File: src/rtl/mem.sv
// Data-memory stage: word-indexed 32-bit RAM with a combinational read and a write on the clock edge.
// Result returns either the loaded word or the ALU result to write-back.
module mem #(
  parameter int DEPTH     = 64,
  parameter int ADDR_BITS = 6
) (
  input  logic        clk,
  input  logic        reset,
  input  logic [31:0] ALUResult,
  input  logic [31:0] WD,
  input  logic        MemWrite,
  input  logic        MemtoReg,
  output logic [31:0] Result
);

  logic [31:0]      r_mem [DEPTH];
  logic [DEPTH-1:0] w_wsel;
  logic             w_in_range;
  logic [31:0]      w_rd;

  // All 32 address bits take part in the range check, so high bits never alias onto a word.
  assign w_in_range = (ALUResult < 32'(DEPTH));

  genvar gi;
  generate
    for (gi = 0; gi < DEPTH; gi++) begin : g_wsel
      assign w_wsel[gi] = MemWrite && (ALUResult == 32'(gi));
    end
  endgenerate

  // Reset clears every word and takes priority over a store on the same edge.
  always_ff @(posedge clk) begin
    for (int i = 0; i < DEPTH; i++) begin
      if (reset) begin
        r_mem[i] <= 32'd0;
      end else if (w_wsel[i]) begin
        r_mem[i] <= WD;
      end
    end
  end

  always_comb begin
    w_rd = 32'd0;
    if (w_in_range) begin
      w_rd = r_mem[ALUResult[ADDR_BITS-1:0]];
    end
  end

  assign Result = MemtoReg ? w_rd : ALUResult;

endmodule

File: config.mk
export PLATFORM = sky130hd
export DESIGN_NAME = mem
export DESIGN_NICKNAME = d
export VERILOG_FILES = /design/src/rtl/mem.sv
export SDC_FILE = /design/constraint.sdc
export NUM_CORES = 2
export LEC_CHECK = 0
export BUFFER_PORTS_ARGS = -buffer_cell sky130_fd_sc_hd__buf_2
export CAP_MARGIN = 25
export CORE_AREA = 2 2 628 380
export DETAILED_ROUTE_END_ITERATION = 7
export DIE_AREA = 0 0 630 382
export PLACE_DENSITY = 0.59
export SYNTH_ARGS = -nofsm -noshare
export SYNTH_HDL_FRONTEND = slang
export SYNTH_SLANG_ARGS = --single-unit
File: constraint.sdc
create_clock -name clk -period 10.8 [get_ports clk]
set_input_delay 1.08 -clock clk [delete_from_list [all_inputs] [get_ports clk]]
set_output_delay 1.08 -clock clk [all_outputs]
set_load 0.01 [all_outputs]
==> results.cfg <==
[run_status]
outcome = finished clean

[detailed_routing]
drc = 0
first_pass_iters = 8
via_count = 54700
route.detailed.wl_per_inst_um = 33.60
number_of_vias_per_cell_after_detailed_routing = 5.889
first_iter_violations = 9144
final_antenna_net_count = 0
wirelength_um = 312100

[die]
boundaryPins = 100
die-area_um2 = 240700
floorplan.rows = 138
die_y_um = 382
die_x_um = 630
start_util_pct = 39.91
core-area_um2 = 234800

[grt]
grt_start_max_net_pins = 107
first_global_vias = 53310
overflow = 0
grt_antenna_before_repair = 36
grtUsageTotal_pct = 25.71
grt_pass1_wl_um = 434300

[clock_tree]
clk_transition_reported_paths_ns = 0.06
tritoncts = done
cts_buffers = 191
cts_resized = 0
cts_root_buffer = clkbuf_16
numClockSinks = 2048
cts-hold-fix-buffers = 0
cts_max_level = 4
maximum_clock_insertion_buffer_count = 4
cts.repair_timing.setup_buffer_count = 0

[sta]
finalCritPeriodShare_pct = 62.72
timing_worst_slew_pin_value_ns = 1.139
slew_headroom_pct = 21.89
rsz0062_at_grt = false
finalCriticalPeriod_ns = 6.773
hold_violations = 0
fmax_mhz = 147.6
final-setup-viol-count = 0
worst_slack_ns = 4.027
setup-tns-final_ns = 0
finalMaxSlewViolations = 0

[placed_design]
dp.final_hpwl_um = 172800
pre_cts_ws_ns = 4.201
port_buffers = 99
gp_congestion = 0.9066

[synthesis]
post_synth_most_frequent_cells = and2_1, edfxtp_1, mux4_2, clkbuf_1, mux2i_1
ys_dominant_reg_cell = edfxtp_1
netlist-cell-type-count = 52
ffs_latches_synth = 2048
syn-mean-instance-area_um2 = 15.29
top_post_synthesis_cells_by_area = edfxtp_1, and2_1, mux4_2
synth-seq-area-share_pct = 65.63
synth_area_um2 = 93710
number_of_synthesized_flops_with_an_enable_pin = 2048
number_of_nets_produced_by_synthesis = 6195
synthesis.yosys.warnings = 0
synth_largest_type_area_fraction_pct = 65.63
biggest_area_consumer_among_synthesized_cells = edfxtp_1
synth_async_sr_flop_share_pct = 0
syn-instance-count = 6127
synth.most_common_cell = and2_1

[worst_setup_path]
endpoint_kind = output port
type_of_the_setup_path_with_the_least_slack = in2out
crit_fanout = 14
max_stage_delay_ns = 0.91
crit_path_cell_trace = buf_2, nor4_2, nand4_1, nor2_2, nand3_2, buf_4, a2111oi_0, a22o_1, buf_2
setup.worst_path.start_class = primary input
cp_common_cell = buf_2
cp_data_required_time_ns = 9.72
worst_path_dominant_cell_family = simple AND/OR/NAND/NOR gates
cp_data_arrival_time_ns = 5.69
critPathBufInv = 3
critical-path-slowest-cell = nor4_2

[layout]
drive_above_1_share_pct = 18.41
area_occupied_by_multi_input_gates_um2 = 30200
reg.largest.list = r_mem: 2048 flops
regArea_um2 = 61500
fill_cells = 20620
synthesis_to_layout_area_growth_pct = 11.03
regMostFlops = r_mem
num-nets-final = 6056
max_ffs_per_register = 2048

[power_and_ir_drop]
power.ir.vdd_worst_uv = 146.3
clock_power_share_pct = 38.6
powerDensity_nw_per_um2 = 165.7
swShare_pct = 23.81
power_share_of_the_combinational_group_pct = 8.0
power.sequential.fraction_pct = 53.4
switchingPower_w = 0.004105
power_leakage_nw = 35.48
p_int_w = 0.01314

[hold_path]
holdCritPathClass = in2reg

[run]
cap_viol_max_count = 0
## power by group through the flow
| stage | logic (W) | clock network (W) | registers [W] |
|---|---|---|---|
| 2_1_floorplan | 0.000747 | 0 | 0.00935 |
| 5_1_grt | 0.00142 | 0.00701 | 0.00924 |
| 4_1_cts | 0.00136 | 0.00669 | 0.00921 |
| 6_report | 0.00138 | 0.00665 | 0.00921 |
| 3_5_place_dp | 0.00136 | 0 | 0.00938 |
| 3_3_place_gp | 0.00135 | 0 | 0.00936 |
## final timing paths
kind              cells past startpoint           from                         to  slack [ns]
setup / recovery                      9  ALUResult[18]                 Result[22]        4.03
hold / removal                        2          WD[6]  r_mem[5][6]$_SDFFCE_PN0P_        0.72
## final cells by class
| class | instances | area share [%] |
|---|---|---|
| clock inverters | 94 | 0.7227 |
| repair buffers | 309 | 2.476 |
| clock buffers | 242 | 4.859 |
| diodes | 7 | 0.01683 |
| inverters | 3 | 0.01082 |
| flip-flops and latches | 2048 | 59.11 |
| well taps | 3150 | 3.788 |
| multi-input cells | 3435 | 29.02 |
## cell usage in the layout, fill, tap and decap left out, types with 30 or more instances in the layout
cell type / instances
o21bai_4: 48
nand2_1: 95
and2_1: 2050
clkinv_2: 30
buf_2: 96
buf_4: 177
o221ai_1: 36
clkinv_1: 43
a22oi_1: 117
a21oi_1: 58
edfxtp_1: 2048
clkbuf_1: 47
o22ai_1: 49
mux2i_1: 217
mux4_2: 420
nor2_4: 49
clkbuf_16: 195
## cell families after synthesis
logic type	count (synthesis)	share of synthesized area (%)
buffers and inverters	644	3.159
and+or+nand+nor	2346	15.27
DFF	2048	65.63
muxes	638	12.42
AOI/OAI and AO/OA	451	3.522
## routing by layer
metal,share of wire [%],wire (µm),GRT usage [%]
met1,43,133900,38.19
met2,42,131500,36.62
met3,12,38460,7.739
met4,2.6,8223,6.596
met5,0.013,41,0
## per-stage QoR
step	utilization (%)	area [µm²]	power, W	cells	hold slack, ns
6_report	44.31	104100	0.01724	9288	0.7211
5_1_grt	44.30	104000	0.01767	9282	0.7226
4_1_cts	44.20	103800	0.01726	9269	0.6763
3_5_place_dp	41.73	97980	0.01074	8933	1.580
3_3_place_gp	41.60	97680	0.01072	8916	1.559
2_1_floorplan	-	93710	0.01010	6127	1.539
Note: power is estimated with default switching activity, not from simulation.
